<file path="config.mk">
export PLATFORM = sky130hd
export DESIGN_NAME = multicycle_seq
export DESIGN_NICKNAME = d
export VERILOG_FILES = /design/src/rtl/multicycle_seq.sv
export SDC_FILE = /design/constraint.sdc
export NUM_CORES = 1
export LEC_CHECK = 0
export ABC_CLOCK_PERIOD_IN_PS = 2330
export BUFFER_PORTS_ARGS = -buffer_cell sky130_fd_sc_hd__buf_4
export CORE_ASPECT_RATIO = 2
export CORE_MARGIN = 3
export CORE_UTILIZATION = 38
export DETAILED_ROUTE_END_ITERATION = 8
export HOLD_SLACK_MARGIN = 0.05
export PLACE_DENSITY_LB_ADDON = 0.25
export SYNTH_ARGS = -nofsm -noshare
export SYNTH_HDL_FRONTEND = slang
export SYNTH_SLANG_ARGS = --single-unit
</file>
<file path="constraint.sdc">
create_clock -name clk_i -period 2.33 [get_ports clk_i]
set_input_delay 0.466 -clock clk_i [delete_from_list [all_inputs] [get_ports clk_i]]
set_output_delay 0.466 -clock clk_i [all_outputs]
set_load 0.05 [all_outputs]
</file>
<file path="src/rtl/multicycle_seq.sv">
// Multi-cycle FETCH/DECODE/EXEC/MEM/WB sequencer sharing one memory port; gates decoder RF/DRAM writes.
// Strobes are combinational from state/op/ack; a memory request is held until acked or the timeout forces ERR.
module multicycle_seq #(
    parameter int TIMEOUT = 16,
    parameter int CNT_W   = 32
) (
    input  logic             clk_i,
    input  logic             rst_n_i,
    input  logic             run_i,
    input  logic [6:0]       op_i,
    input  logic             mem_ack_i,
    output logic             mem_req_o,
    output logic             mem_sel_o,
    output logic             mem_we_o,
    output logic             ir_we_o,
    output logic             pc_we_o,
    output logic             rf_we_en_o,
    output logic [2:0]       stage_o,
    output logic             busy_o,
    output logic             err_o,
    output logic [CNT_W-1:0] instr_cnt_o
);

    localparam int WC_W = (TIMEOUT > 1) ? $clog2(TIMEOUT) : 1;

    localparam logic [6:0] OP_LOAD   = 7'b0000011;
    localparam logic [6:0] OP_STORE  = 7'b0100011;
    localparam logic [6:0] OP_BRANCH = 7'b1100011;
    localparam logic [6:0] OP_ALU    = 7'b0110011;
    localparam logic [6:0] OP_ALUI   = 7'b0010011;
    localparam logic [6:0] OP_LUI    = 7'b0110111;
    localparam logic [6:0] OP_JAL    = 7'b1101111;
    localparam logic [6:0] OP_JALR   = 7'b1100111;

    typedef enum logic [2:0] {
        S_IDLE   = 3'd0,
        S_FETCH  = 3'd1,
        S_DECODE = 3'd2,
        S_EXEC   = 3'd3,
        S_MEM    = 3'd4,
        S_WB     = 3'd5,
        S_ERR    = 3'd7
    } state_t;

    state_t            r_state;
    state_t            w_next;
    logic [WC_W-1:0]   r_wait_cnt;
    logic [CNT_W-1:0]  r_instr_cnt;
    logic              r_is_store;
    logic              w_commit;
    logic              w_req;
    logic              w_wait_last;

    assign w_wait_last = (r_wait_cnt == WC_W'(TIMEOUT - 1));

    always_comb begin
        w_next     = r_state;
        w_commit   = 1'b0;
        w_req      = 1'b0;
        mem_sel_o  = 1'b0;
        mem_we_o   = 1'b0;
        ir_we_o    = 1'b0;
        rf_we_en_o = 1'b0;
        case (r_state)
            S_IDLE: begin
                if (run_i) w_next = S_FETCH;
            end
            S_FETCH: begin
                w_req = 1'b1;
                if (mem_ack_i) begin
                    ir_we_o = 1'b1;
                    w_next  = S_DECODE;
                end else if (w_wait_last) begin
                    w_next = S_ERR;
                end
            end
            S_DECODE: w_next = S_EXEC;
            S_EXEC: begin
                case (op_i)
                    OP_LOAD, OP_STORE:                          w_next = S_MEM;
                    OP_BRANCH:                                  w_commit = 1'b1;
                    OP_ALU, OP_ALUI, OP_LUI, OP_JAL, OP_JALR:  w_next = S_WB;
                    default:                                    w_next = S_ERR;
                endcase
            end
            S_MEM: begin
                w_req     = 1'b1;
                mem_sel_o = 1'b1;
                mem_we_o  = r_is_store;
                if (mem_ack_i) begin
                    if (r_is_store) w_commit = 1'b1;
                    else            w_next   = S_WB;
                end else if (w_wait_last) begin
                    w_next = S_ERR;
                end
            end
            S_WB: begin
                rf_we_en_o = 1'b1;
                w_commit   = 1'b1;
            end
            S_ERR:   w_next = S_ERR;
            default: w_next = S_ERR;
        endcase
        if (w_commit) w_next = run_i ? S_FETCH : S_IDLE;
    end

    always_ff @(posedge clk_i or negedge rst_n_i) begin
        if (!rst_n_i) begin
            r_state     <= S_IDLE;
            r_wait_cnt  <= '0;
            r_instr_cnt <= '0;
            r_is_store  <= 1'b0;
        end else begin
            r_state <= w_next;
            // Counter only advances while a request is still outstanding in the same state.
            if (w_req && !mem_ack_i && (w_next == r_state))
                r_wait_cnt <= r_wait_cnt + 1'b1;
            else
                r_wait_cnt <= '0;
            if (r_state == S_EXEC)
                r_is_store <= (op_i == OP_STORE);
            if (w_commit && (r_instr_cnt != {CNT_W{1'b1}}))
                r_instr_cnt <= r_instr_cnt + 1'b1;
        end
    end

    assign mem_req_o   = w_req;
    assign pc_we_o     = w_commit;
    assign stage_o     = r_state;
    assign busy_o      = (r_state != S_IDLE) && (r_state != S_ERR);
    assign err_o       = (r_state == S_ERR);
    assign instr_cnt_o = r_instr_cnt;

endmodule
</file>
* Word-level counts from Yosys, hierarchy flattened *
Cells that the tools add are included.

word-level totals
  bits in registers = 40
  output and inout port bits = 43

cells by class
  mux-type cells = 20
  reduce and logical (&&, ||, !) cells = 10
  $add $sub $neg = 2
  equality and inequality tests = 18

operators with widths
  kind                                                                    number
  32-bit by 1-bit adder with 32-bit output (second input constant)        1
  32-bit != test (second input constant)                                  1
  7-bit by 6-bit equality test with 1-bit output (second input constant)  3
  7-bit equality test (second input constant)                             3
  3-bit two-way mux                                                       6
  3-bit case mux with 6 select lines                                      1
  1-bit two-way mux                                                       10
  3-bit equality test (second input constant)                             3
  3-bit case mux with 3 select lines                                      1
  7-bit by 2-bit equality test with 1-bit output (second input constant)  1
  7-bit by 5-bit equality test with 1-bit output (second input constant)  1
  3-bit by 2-bit equality test with 1-bit output (second input constant)  2
  5-bit OR reduction                                                      1
  4-bit by 1-bit adder with 4-bit output (second input constant)          1
  4-bit equality test (second input constant)                             1
  1-bit logical AND                                                       4
  4-bit two-way mux                                                       1
  2-bit OR reduction                                                      2
  3-bit by 1-bit equality test with 1-bit output (second input constant)  1
  3-bit equality test                                                     1
  3-bit logical NOT                                                       1
  3-bit != test (second input constant)                                   1
  1-bit case mux with 3 select lines                                      1
  3-bit nonzero test                                                      1
  1-bit logical NOT                                                       1

* Longest topological paths before layout *
Gate-level depths: netlist of run 1.

  word-level depth = 8
  gate-level depth with buffers = 8

* Worst setup path before layout of run 1 *
No wires, ideal clock.

  path kind = register to output
  start point = register r_state[2], in the netlist stage_o[2]
  end point = output mem_we_o
  cell stages (with the launch flop) = 5
  buffers on the path = 1
  slack = -397 ps
  data arrival time = 2261 ps
  cells stage by stage = dfrtp_1 -> clkbuf_1 -> nand2b_1 -> nor2_1 -> and2_1

on the way
  cells in the longest elaborated chain, start to end = 2

ends and longest elaborated chain
  what                      line  source
  start: declaration        45    state_t r_state;
  start signal: assignment  114   r_state <= w_next;
  3-bit equality test       64    case (r_state)
  1-bit two-way mux         64
  end: declaration          14    output logic mem_we_o,

No other way between the ends.

* Worst setup path in the final report of run 1 *
  start point = register r_state[1], in the netlist stage_o[1]
  end point = output pc_we_o

on the way
  cells in the longest elaborated chain, start to end = 2
  elaborated cells between the ends (all ways) = 4
  classes of those cells = eq/ne (3); mux (1)

ends and longest elaborated chain
  what                                                                                          line  source
  3-bit equality test / 3-bit by 2-bit equality test with 1-bit output (equally long branches)  64
  1-bit case mux with 3 select lines *                                                          64
  end: declaration                                                                              16    output logic pc_we_o,

Mark *: on every way between the ends. The rest lies on a longest branch, timed or not.

==> results.toml, run 1 <==
[synth]
ys_types = 49
synth_edf_count = 0
ys_ff_latch = 40
synthTopCellsByCount = "40 x dfrtp_1, 21 x nand3_1, 21 x xor2_1"
synth.most_common_cell = "dfrtp_1"
synth_top_cell_by_area = "dfrtp_1"
synthesis.area_um2 = 2340
synthCells = 236
synth_fp_nets = 249
ys_warn_count = 0
synthTopCellsByArea = "dfrtp_1 43%, xor2_1 7.9%, nand3_1 4.5%"
synth_flop_cell = "dfrtp_1"
ys_seq_area_frac = 0.428
syn_area_per_cell_um2 = 9.90
synth_top_cell_area_share = 0.428
ys_async_sr_fraction = 1.00

[grt]
grt_pass1_vias = 2068
overflow = 0
gr-usage-all-layers = 0.180
grt_max_degree = 41
grt_pass1_wl_mm = 9.80
antenna_found_initial = 0

[clocking]
clock-sinks = 40
cts_root_buffer = "clkbuf_16"
cts_resized = 0
cts_buffers = 5
cts_buffer_depth = 2
ctsHoldBuffers = 0
clock_latency_ns = 0.28
post_cts.repair.setup_buffers = 0
path_clk_slew_ns = 0.06
htree_num_levels = 2
tritoncts = "done"

[power_and_ir_drop]
p_comb_frac = 0.421
p_per_area_nw_per_um2 = 960
pwr-share-clk = 0.261
power.share.sequential = 0.318
irDropWorstVdd_uv = 462
p_leak_nw = 1.47
swShare = 0.422
switchingPower_mw = 1.23
p_int_mw = 1.68

[die]
pin_count = 54
initial_core_util = 0.399
die_h_um = 117
core_area_um2 = 5860
die_area_um2 = 7180
rows = 39
die_x_um = 61.5

[setup_path]
cp_top_family = "simple AND/OR/NAND/NOR gates"
cp.depth = 5
worstSetupPathType = "reg -> out"
cp.required_ns = 1.86
arrival_ns = 1.70
worst-r2r-cell-count = 5
rr_startpoint = "instr_cnt_o[26]"
start_kind = "register"
r2r_end = "instr_cnt_o[1]"
cp.buffers_inverters = 2
r2r_slack_ns = 0.25
path_max_fanout = 10
cpMaxStageDelayCell = "dfrtp_1"
path_cells = "and3b_1 > nand4_2 > and2_1 > inv_2 > buf_4"
max_stage_delay_ns = 0.54
end_kind = "primary output"

[timing]
post-route-period-util = 0.931
slew-limit-headroom = 0.664
clock_skew_ns = 0.00505
setup_violations = 0
worst_slack_ns = 0.161
drv_slew = 0
tightestPinTransition_ns = 0.504
finalHoldViolations = 0
period_needed_ns = 2.17
rsz0062_at_grt = "false"
max_freq_ghz = 0.461

[worst_hold_path]
hold_class = "in -> async"

[drt]
vias = 2046
drtIter0Drc = 90
route.detailed.drc = 0
finalWirelength_mm = 5.98
firstDrtPassIters = 4
wl_per_cell_um = 16.5
ant_nets = 0
via_per_inst = 5.65

[place]
dp_hpwl_mm = 4.56
place_ws_ns = 0.139
routabilityCongestion = 0.817
portBuffers = 53
placed_area_um2 = 2870

[final_layout]
layout-drive-gt1-share = 0.326
design_area_um2 = 3030
num-nets-final = 313
fillers = 583
syn2layout_area_growth_pct = 29.8
diodes = 0

[flow_run]
cap_viol_max_count = 0

[run_status]
status = "finished clean"
-- sequential cells by signal, summed over array words and instances, names as in the netlist --
| name | count |
|---|---|
| r_is_store | 1 |
| stage_o | 3 |
| r_wait_cnt | 4 |
| instr_cnt_o | 32 |
-- per-layer routing --
layer	vias to the layer above	wire, um	track usage
met3	8	261	0.0220
met5	-	0	0
met1	992	2270	0.198
met2	63	3340	0.339
met4	0	96	0.0652
li1	983	-	-
-- how the worst max path moves through the flow --
stage	startpoint	slack [ns]	to
5_1_grt	stage_o[1]	0.1	pc_we_o
4_1_cts	stage_o[1]	0.17	pc_we_o
3_5_place_dp	op_i[2]	0.14	instr_cnt_o[18]
6_report	stage_o[1]	0.16	pc_we_o
3_3_place_gp	op_i[2]	0.18	instr_cnt_o[28]
2_1_floorplan	stage_o[2]	-0.15	mem_we_o
-- power groups by stage --
| stage | Combinational, mW | Clock (mW) | Sequential [mW] |
|---|---|---|---|
| finish | 1.22 | 0.761 | 0.927 |
| global route | 1.31 | 0.808 | 0.942 |
| CTS | 1.24 | 0.778 | 0.927 |
| detailed placement | 1.23 | 0 | 0.941 |
| global placement | 1.23 | 0 | 0.940 |
| floorplan | 0.695 | 0 | 1.12 |
-- through the flow --
stage | util | power [mW] | setup TNS, ns | hold WS [ns] | cells
after global routing | 0.518 | 3.06 | 0 | 0.196 | 362
after floorplan | - | 1.81 | -0.148 | 0.170 | 236
after global placement | 0.490 | 2.17 | 0 | 0.472 | 354
after detailed placement | 0.490 | 2.17 | 0 | 0.473 | 354
final | 0.518 | 2.91 | 0 | 0.160 | 362
after CTS | 0.518 | 2.94 | 0 | 0.179 | 362
-- cells by family after synthesis --
kind of cell / count (synthesis) / share of synthesized area
multiplexers: 1 / 0.00482
buffers and inverters: 15 / 0.0321
AND/OR/NAND/NOR: 123 / 0.336
XOR/XNOR: 33 / 0.124
adder cells (fa/ha/maj): 2 / 0.0107
AO/OA/AOI/OAI: 22 / 0.0642
flip-flops: 40 / 0.428
-- area by class of cell --
class | instances | area [um2] | share of cell area
tap | 61 | 76.3 | 0.0252
clock buffer | 6 | 129 | 0.0425
timing repair buffer | 66 | 495 | 0.163
clock inverter | 2 | 35.0 | 0.0116
multi-input combinational | 181 | 1270 | 0.419
sequential | 40 | 1000 | 0.331
inverter | 6 | 22.5 | 0.00743
-- cells in the final DEF (no fill, tap or decap), types with 5 or more instances in the layout --
cell,Yosys,final
dfrtp_1,40,38
nand2_1,14,14
and3_1,10,10
nand4_1,9,9
xnor2_1,12,12
clkbuf_16,0,5
nor3_1,15,14
xor2_1,21,21
nand3_1,21,21
inv_1,5,5
buf_4,2,66
a21oi_1,5,5
nor2_1,13,11
Power figures use the tool's default switching activity.
==> run 2, diff against run 1 <==
- BUFFER_PORTS_ARGS: -buffer_cell sky130_fd_sc_hd__buf_4 -> -buffer_cell sky130_fd_sc_hd__buf_2
- PLACE_DENSITY_LB_ADDON: 0.25 -> 0.1
==> results.toml, run 2 (same netlist as run 1, synthesis figures left out) <==
[clocking]
clock-sinks = 40
cts_buffer_depth = 2
path_clk_slew_ns = 0.06
clock_latency_ns = 0.28
post_cts.repair.setup_buffers = 0
cts_root_buffer = "clkbuf_16"
cts_resized = 0
tritoncts = "done"
htree_num_levels = 2
cts_buffers = 5
ctsHoldBuffers = 0

[drt]
wl_per_cell_um = 16.2
met1_length_mm = 2.20
vias = 1971
finalWirelength_mm = 5.91
via_per_inst = 5.41
drtIter0Drc = 103
ant_nets = 0
firstDrtPassIters = 4
wl_met2_mm = 3.32
highest_layer = "met4"
route.detailed.drc = 0
met3WireLength_um = 269

[timing]
finalHoldViolations = 0
hold-worst-slack_ns = 0.220
post-route-period-util = 0.948
clock_skew_ns = 0.00456
rsz0062_at_grt = "false"
tightestPinTransition_ns = 0.686
setup_tns_ns = 0
drv_slew = 0
worst_slack_ns = 0.121
max_freq_ghz = 0.453
setup_violations = 0
period_needed_ns = 2.21
slew-limit-headroom = 0.543

[run_status]
status = "finished clean"

[die]
die_x_um = 61.5
die_h_um = 117
die_area_um2 = 7180
initial_core_util = 0.399
rows = 39
pin_count = 54
core_area_um2 = 5860

[grt]
gr-usage-all-layers = 0.185
overflow = 0
grt_max_degree = 31
antenna_found_initial = 0
grt_pass1_vias = 2007
grt_pass1_wl_mm = 9.67

[setup_path]
start_kind = "register"
arrival_ns = 1.74
path_cells = "and3b_1 > nand4_2 > and2_1 > inv_2 > buf_2"
cpMaxStageDelayCell = "dfrtp_1"
end_kind = "primary output"
cp.required_ns = 1.86
worst-r2r-cell-count = 5
max_stage_delay_ns = 0.47
worstSetupPathType = "reg -> out"
path_max_fanout = 10

[final_layout]
fillers = 586
layout_commonest_cell = "buf_2"
diodes = 0
design_area_um2 = 2920
fin_util = 0.499
syn2layout_area_growth_pct = 24.9
layout-drive-gt1-share = 0.333
most-common-layout-cells = "53 x buf_2, 38 x dfrtp_1, 21 x nand3_1, 21 x xor2_1, 15 x buf_4"
instances_no_fill = 364
num-nets-final = 315
largest_reg_flops = 32

[power_and_ir_drop]
finalPower_mw = 2.84
p_leak_nw = 1.46
p_per_area_nw_per_um2 = 974
irDropWorstVdd_uv = 520

[place]
portBuffers = 53
dp_hpwl_mm = 4.63
placed_area_um2 = 2750
routabilityCongestion = 0.791
place_inst = 356
place_ws_ns = 0.119

[worst_hold_path]
hold_class = "in -> async"

[flow_run]
cap_viol_max_count = 0
## run 2: cell count changes in the layout (fill, tap and decap cells not counted)
cell / before / now
buf_4: 66 / 15
clkinvlp_4: 0 / 1
buf_2: 0 / 53
clkbuf_1: 1 / 0
## run 2: area by class of cell
| class | instances | area (um2) | area share |
|---|---|---|---|
| Clock buffer | 5 | 125 | 0.0429 |
| Multi-Input combinational cell | 181 | 1270 | 0.435 |
| Tap cell | 61 | 76.3 | 0.0261 |
| Clock inverter | 3 | 42.5 | 0.0146 |
| Timing Repair Buffer | 68 | 378 | 0.129 |
| Inverter | 6 | 22.5 | 0.00772 |
| Sequential cell | 40 | 1000 | 0.344 |
## run 2: final timing paths
check / start / end / slack, ns
max in group asynchronous: rst_n_i / r_wait_cnt[3] / 1.53
worst min-delay path: rst_n_i / instr_cnt_o[27] / 0.22
worst min register to register: r_wait_cnt[0] / r_wait_cnt[0] / 0.47
min in group clk_i: op_i[6] / r_is_store / 0.46
worst max-delay path: stage_o[2] / pc_we_o / 0.12
worst max register to register: instr_cnt_o[28] / instr_cnt_o[1] / 0.25
## run 2: metal layers
| layer | global-route usage | vias up |
|---|---|---|
| li1 | - | 981 |
| met3 | 0.0417 | 10 |
| met1 | 0.195 | 933 |
| met5 | 0 | - |
| met4 | 0.0694 | 0 |
| met2 | 0.340 | 47 |
## run 2: worst max-delay path: cells and delay by family, from the launching register on
family / cells / cell delay [ns]
simple gates: 3 / 0.64
buf+inv: 2 / 0.35
flops: 1 / 0.47
## run 2: power by group
part / total (mW) / switching, mW / leakage, nW / internal, mW
Sequential: 0.916 / 0.133 / 0.541 / 0.783
Combinational: 1.15 / 0.831 / 0.844 / 0.319
Clock: 0.777 / 0.274 / 0.0798 / 0.503
